`config.mk`:
```
export PLATFORM = sky130hd
export DESIGN_NAME = dispatch_queue
export DESIGN_NICKNAME = d
export VERILOG_FILES = /design/src/rtl/dispatch_queue_pkg.sv /design/src/rtl/dq_group_tagger.sv /design/src/rtl/dispatch_queue.sv
export SDC_FILE = /design/constraint.sdc
export NUM_CORES = 1
export LEC_CHECK = 0
export BUFFER_PORTS_ARGS = -buffer_cell sky130_fd_sc_hd__buf_2
export CORE_MARGIN = 2
export CORE_UTILIZATION = 40
export CTS_CLUSTER_SIZE = 25
export DETAILED_ROUTE_END_ITERATION = 10
export REMOVE_ABC_BUFFERS = 1
export SLEW_MARGIN = 20
export SYNTH_ARGS = -nofsm -noshare
export SYNTH_HDL_FRONTEND = slang
export SYNTH_SLANG_ARGS = --single-unit
export TNS_END_PERCENT = 30
```
`constraint.sdc`:
```
create_clock -name clk -period 3.5 [get_ports clk]
set_input_delay 0.7 -clock clk [delete_from_list [all_inputs] [get_ports clk]]
set_output_delay 0.7 -clock clk [all_outputs]
set_load 0.01 [all_outputs]
```
`src/rtl/dispatch_queue_pkg.sv`:
```
// Shared types for the decode-to-dispatch queue: decoded payload, reorder tag and stored entry.
package dispatch_queue_pkg;

  localparam int DQ_TAG_BITS = 4;

  typedef logic [DQ_TAG_BITS-1:0] tag_t;

  typedef struct packed {
    logic [6:0] opcode;
    logic [4:0] rd;
    logic [4:0] rs1;
    logic [4:0] rs2;
    logic [9:0] imm;
  } decode_result_t;

  typedef struct packed {
    decode_result_t data;
    tag_t           tag;
  } dq_entry_t;

endpackage

```
`src/rtl/dq_group_tagger.sv`:
```
// Combinational per-lane tag assignment and valid-lane count for one decode group.
module dq_group_tagger
  import dispatch_queue_pkg::*;
#(
  parameter  int WIDTH    = 2,
  parameter  int TAG_BITS = DQ_TAG_BITS,
  localparam int CW       = $clog2(WIDTH + 1)
) (
  input  logic [WIDTH-1:0]    in_valid,
  input  logic [TAG_BITS-1:0] next_tag,
  output logic [TAG_BITS-1:0] lane_tag [WIDTH],
  output logic [CW-1:0]       count
);

  // NOTE: every output gets a value before the loop touches it, so no latch can be inferred.
  always_comb begin
    count = '0;
    for (int i = 0; i < WIDTH; i++) begin
      lane_tag[i] = next_tag + TAG_BITS'(i);
      count       = count + CW'(in_valid[i]);
    end
  end

endmodule

```
`src/rtl/dispatch_queue.sv`:
```
// In-order N-lane dispatch queue with sequential reorder tags, back-pressure and flush with tag rewind.
// Optional same-cycle bypass when empty: define DISPATCH_QUEUE_BYPASS_EN.
module dispatch_queue
  import dispatch_queue_pkg::*;
#(
  parameter  int WIDTH    = 2,
  parameter  int DEPTH    = 8,
  parameter  int TAG_BITS = DQ_TAG_BITS,
  localparam int CW       = $clog2(WIDTH + 1),
  localparam int OW       = $clog2(DEPTH + 1),
  localparam int PW       = $clog2(DEPTH)
) (
  input  logic                 clk,
  input  logic                 rst,
  input  logic [WIDTH-1:0]     in_valid,
  input  decode_result_t       in_data   [WIDTH],
  output logic                 in_ready,
  output logic [WIDTH-1:0]     out_valid,
  output decode_result_t       out_data  [WIDTH],
  output tag_t                 out_tag   [WIDTH],
  input  logic [CW-1:0]        deq_count,
  input  logic                 flush,
  input  tag_t                 flush_tag,
  output logic [OW-1:0]        occupancy
);

  logic [OW-1:0]       occ_q;
  logic [PW-1:0]       rd_ptr_q;
  logic [PW-1:0]       wr_ptr_q;
  logic [TAG_BITS-1:0] next_tag_q;
  dq_entry_t           mem_q [DEPTH];

  logic [TAG_BITS-1:0] lane_tag [WIDTH];
  logic [CW-1:0]       grp_count;
  logic                enq;
  logic [CW-1:0]       enq_count;

  dq_group_tagger #(
    .WIDTH    (WIDTH),
    .TAG_BITS (TAG_BITS)
  ) u_tagger (
    .in_valid (in_valid),
    .next_tag (next_tag_q),
    .lane_tag (lane_tag),
    .count    (grp_count)
  );

  // Readiness looks only at registered occupancy; a same-cycle dequeue earns no credit.
  assign in_ready  = occ_q <= OW'(DEPTH - WIDTH);
  assign enq       = in_ready && in_valid[0];
  assign enq_count = enq ? grp_count : '0;
  assign occupancy = occ_q;

  // NOTE: state registers use non-blocking assignments so every flop samples pre-edge values.
  always_ff @(posedge clk or posedge rst) begin
    if (rst) begin
      occ_q      <= '0;
      rd_ptr_q   <= '0;
      wr_ptr_q   <= '0;
      next_tag_q <= '0;
    end else if (flush) begin
      occ_q      <= '0;
      rd_ptr_q   <= '0;
      wr_ptr_q   <= '0;
      next_tag_q <= flush_tag;
    end else begin
      occ_q      <= occ_q + OW'(enq_count) - OW'(deq_count);
      rd_ptr_q   <= rd_ptr_q + PW'(deq_count);
      wr_ptr_q   <= wr_ptr_q + PW'(enq_count);
      next_tag_q <= next_tag_q + TAG_BITS'(enq_count);
    end
  end

  // NOTE: payload storage has no reset; occupancy alone decides which entries are meaningful.
  always_ff @(posedge clk) begin
    if (enq && !flush) begin
      for (int i = 0; i < WIDTH; i++) begin
        if (in_valid[i]) begin
          mem_q[wr_ptr_q + PW'(i)] <= '{data: in_data[i], tag: lane_tag[i]};
        end
      end
    end
  end

  always_comb begin
    for (int i = 0; i < WIDTH; i++) begin
      out_valid[i] = OW'(i) < occ_q;
      out_data[i]  = mem_q[rd_ptr_q + PW'(i)].data;
      out_tag[i]   = mem_q[rd_ptr_q + PW'(i)].tag;
    end
`ifdef DISPATCH_QUEUE_BYPASS_EN
    // Empty queue forwards the incoming group; storage is still written at wr_ptr == rd_ptr.
    if (occ_q == '0 && !flush) begin
      out_valid = in_valid;
      for (int i = 0; i < WIDTH; i++) begin
        out_data[i] = in_data[i];
        out_tag[i]  = lane_tag[i];
      end
    end
`endif
  end

endmodule

```
Yosys cells after proc, flatten, opt, wreduce, memory -nomap -nowiden. Memories as Yosys holds them, arrays and structs flattened. Cells that the tools add are included. W data, S select, Z words.

RAM bits: 288. ROM bits: 0. Bits of input ports: 75. Logic and storage cells: 31. Memories kept: 1. Latch bits: 0. Register bits after elaboration: 14.

Add/subtract/negate cells: 9. Shifts and indexed selects: 0. Reduce and logical (&&, ||, !) cells: 3. Multiply operators: 0. $lt $le $gt $ge: 3. Equal/unequal tests: 0. Bitwise gates (word level): 0. Divide/modulo/power cells: 0. Multiplexer cells: 11.

Memories: mem_q (words 8, width 36, read ports 2, clocked after memory_dff 0, wr ports 2, line dispatch_queue.sv:31) `dq_entry_t mem_q [DEPTH];`.

Operator list (number): $add A4 B2 Y4 (2); $lt A1 B4 Y1 const A (2); $mux W4 (2); $add A3 B1 Y3 const B (2); $add A3 B2 Y3 (2); $mux W1 (6); $mux W3 (2); $add A4 B1 Y4 const B (1); $le A4 B3 Y1 const B (1); $sub A4 B2 Y4 (1); $add A1 B1 Y2 (1); $logic_and A1 B1 Y1 (2); $mux W2 (1); $logic_not A1 Y1 (1).

Logic depth before layout (Yosys ltp).
Depth in word-level cells: 6. Gate-level depth with buffers: 13.

By module. A second synthesis with hierarchy kept.

Cell total of the unflattened synthesis: 1004. Area total of the unflattened synthesis: 17626.9 um^2.

By module, submodules not included: dispatch_queue (area each 17540.6 um^2, seq. area each 8998.6 um^2, cells each 994, times used 1); dq_group_tagger (area each 86.3 um^2, seq. area each 0.0 um^2, cells each 10, times used 1).

Worst setup path before layout. OpenSTA, ideal clock, no wires.

Path type: input to register. Start: in in_valid[0]. End: mem mem_q[0][0] in the netlist's numbering, enable pin. Stages on the path: 4. Data arrival time: 3.158 ns. Library setup time: 0.441 ns. Slack: -0.100 ns. Cell sequence: nor2b_1 > o21ai_2 > clkbuf_8 > a21oi_1.

RTL lines: start, declared (line dispatch_queue.sv:15) `input logic [WIDTH-1:0] in_valid,`; end, declared (line dispatch_queue.sv:31).

==> results.sh <==
export IMPL_cts_root_buf="clkbuf_16"
export IMPL_cp_end_kind="primary output"
export IMPL_dieWidth_um=214
export IMPL_p_switching_w=0.00303
export IMPL_worst_pin_slew_ps=796
export IMPL_synth_cells=1013
export IMPL_insertion_delay_ps=510
export IMPL_nets=1258
export IMPL_finalInstanceArea_um2=20400
export IMPL_cts_clk_slew_worst_paths_ps=60
export IMPL_via_count=10200
export IMPL_antenna_found_initial=9
export IMPL_die_area_um2=45900
export IMPL_place_hpwl_mm=27.0
export IMPL_p_leak_nw=6.80
export IMPL_worstPathRequired_ps=2800
export IMPL_grt_pass1_vias=10900
export IMPL_initial_core_util=0.403
export IMPL_overflow=0
export IMPL_synth_top_area_share=0.489
export IMPL_grt_max_degree=82
export IMPL_setup_viol=0
export IMPL_worst_setup_path_type="flop to primary output"
export IMPL_drv_cap=0
export IMPL_rsz0062_at_grt="no"
export IMPL_clock_path_buffers=3
export IMPL_critPathArrivalTime_ps=2690
export IMPL_ys_flop_type="edfxtp_1"
export IMPL_synth_edf_count=288
export IMPL_rows=77
export IMPL_powerDensity_nw_per_um2=521
export IMPL_fin_crit_sh=0.968
export IMPL_ys_seq_elements=302
export IMPL_max_slew_margin=0.469
export IMPL_max_freq_ghz=0.295
export IMPL_total_power_w=0.0106
export IMPL_drtIter0Drc=711
export IMPL_grtUsageTotal=0.206
export IMPL_final_hold_violation_count=0
export IMPL_yosysWarnings=0
export IMPL_grt_first_pass_wirelength_mm=70.3
export IMPL_cts_resized=0
export IMPL_outcome="finished clean"
export IMPL_gp_congestion=0.793
export IMPL_routedWlPerCell_um=26.3
export IMPL_cts_sinks=302
export IMPL_hp_class="primary input to asynchronous set/reset pin"
export IMPL_first_pass_iters=5
export IMPL_startpoint_type="flop"
export IMPL_ys_top_cells_by_count="329 x mux2_2, 288 x edfxtp_1, 144 x mux4_2, 25 x buf_2, 24 x nor2_1"
export IMPL_ios=154
export IMPL_cts_setup_buffers=0
export IMPL_timing_setup_tns_ps=0
export IMPL_sw_frac_of_total=0.285
export IMPL_numCtsBuffers=37
export IMPL_drc=0
export IMPL_ir_drop_mv=0.397
export IMPL_viasPerCell=5.69
export IMPL_port_buffers=153
export IMPL_drive_above_1_share=0.623
export IMPL_synth_top_area_cell="edfxtp_1"
export IMPL_syn_area_per_cell_um2=17.5
export IMPL_pwr_share_clk=0.328
export IMPL_cts_htree_levels=2
export IMPL_synth_seq_area_share=0.509
export IMPL_power_frac_seq=0.407
export IMPL_synthToLayoutAreaGrowth_pct=15.5
export IMPL_coreArea_um2=43900
export IMPL_critPathMaxFanout=23
export IMPL_timing_hold_ws_ps=262
export IMPL_comb_power_share=0.264
export IMPL_synth_area_um2=17700
export IMPL_final_min_clock_period_ps=3390
export IMPL_power_internal_w=0.00761
export IMPL_synth_distinct_cells=40
export IMPL_die_h_um=214
export IMPL_fin_skew_ps=8.40
export IMPL_cts_hold_buf=0
export IMPL_antenna_left=0
export IMPL_totalWireLength_mm=47.0
export IMPL_yosys_top_cells_area="edfxtp_1 49%, mux2_2 21%, mux4_2 18%"
export IMPL_slew_violations=0
export IMPL_yosysMostFrequentCell="mux2_2"
export IMPL_async_flop_share=0.0464
export IMPL_dpl_instance_area_um2=19300
export IMPL_cts_tree="built"
==> power groups by stage <==
stage | sequential, W | combinational [W] | clock (W)
after floorplan | 0.00451 | 0.00180 | 0
after global placement | 0.00440 | 0.00284 | 0
after detailed placement | 0.00441 | 0.00286 | 0
after CTS | 0.00433 | 0.00287 | 0.00358
after global routing | 0.00435 | 0.00304 | 0.00371
final | 0.00433 | 0.00281 | 0.00349
==> placed cells by master (no fill, tap or decap), types with 2 or more instances in the layout <==
master,netlist,layout
dfrtp_1,14,11
xor2_1,22,21
buf_12,0,20
nor2_4,5,7
buf_4,2,11
mux2_2,329,329
a21oi_1,8,2
edfxtp_1,288,288
ha_1,14,13
fa_1,5,5
inv_1,14,14
nand2_1,19,19
o21ai_0,2,2
nor2b_1,9,9
mux4_2,144,144
nor2_1,24,22
and4bb_2,2,2
clkbuf_16,0,37
dfrtp_4,0,2
a21o_1,2,2
clkinv_2,0,12
mux2_1,9,9
nand3_1,4,4
clkinv_1,0,9
diode_2,0,7
o211ai_1,2,2
xnor2_1,9,9
nor4_1,2,2
clkbuf_1,15,3
buf_2,25,153
a21oi_4,0,6
nand2_2,2,2
==> area by class of cell <==
class                   instances  area, um2
diodes                          7       17.5
clock buffers                  41        951
clock inverters                24        140
fillers                      3864      23500
inverters                      14       52.6
multi-input cells             625       8260
flip-flops and latches        302       9010
well taps                     592        741
repair buffers                184       1250
==> path summary, 6_finish.rpt <==
kind	cells after the start	from	slack, ps	endpoint
worst min-delay path	2	rst	260	occupancy[3]
worst max register to register	12	occupancy[3]	690	occupancy[3]
worst min register to register	2	occupancy[0]	680	occupancy[0]
min in group clk	3	flush_tag[1]	390	next_tag_q[1]
max in group asynchronous	2	rst	2760	rd_ptr_q[0]
worst max-delay path	5	rd_ptr_q[0]	110	out_data[5]
==> metal layers <==
metal	up-vias	track usage	routed length (um)
met3	54	0.0399	2960
met5	-	0	31
met1	5384	0.276	20100
met4	6	0.0398	643
li1	4450	-	-
met2	286	0.350	23300
==> sequential cells by signal (all words and copies together), names as in the netlist <==
register and cells:
occupancy 4, next_tag_q 4, rd_ptr_q 3, mem_q 288, wr_ptr_q 3
==> critical path, stage by stage, from the launching register on <==
cell and delay, ps:
dfrtp_4 520, ha_4 550, buf_4 320, mux4_2 320, mux2_2 300, buf_2 150
==> through the flow <==
step / util / worst slack, ps / cells
4_1_cts: 0.464 / 60.6 / 1782
3_5_place_dp: 0.440 / 367 / 1717
3_3_place_gp: 0.440 / 441 / 1717
6_report: 0.465 / 112 / 1789
2_1_floorplan: - / -4230 / 941
5_1_grt: 0.465 / 8.66 / 1784
==> kinds of logic after synthesis <==
logic type / after synthesis / synth area share
xor+xnor: 33 / 0.0172
fa+ha+maj: 19 / 0.0156
simple gates: 74 / 0.0236
flops: 302 / 0.509
mux: 482 / 0.399
buf+inv: 86 / 0.0304
compound gates: 17 / 0.00580
Note: power is estimated with default switching activity, not from simulation.
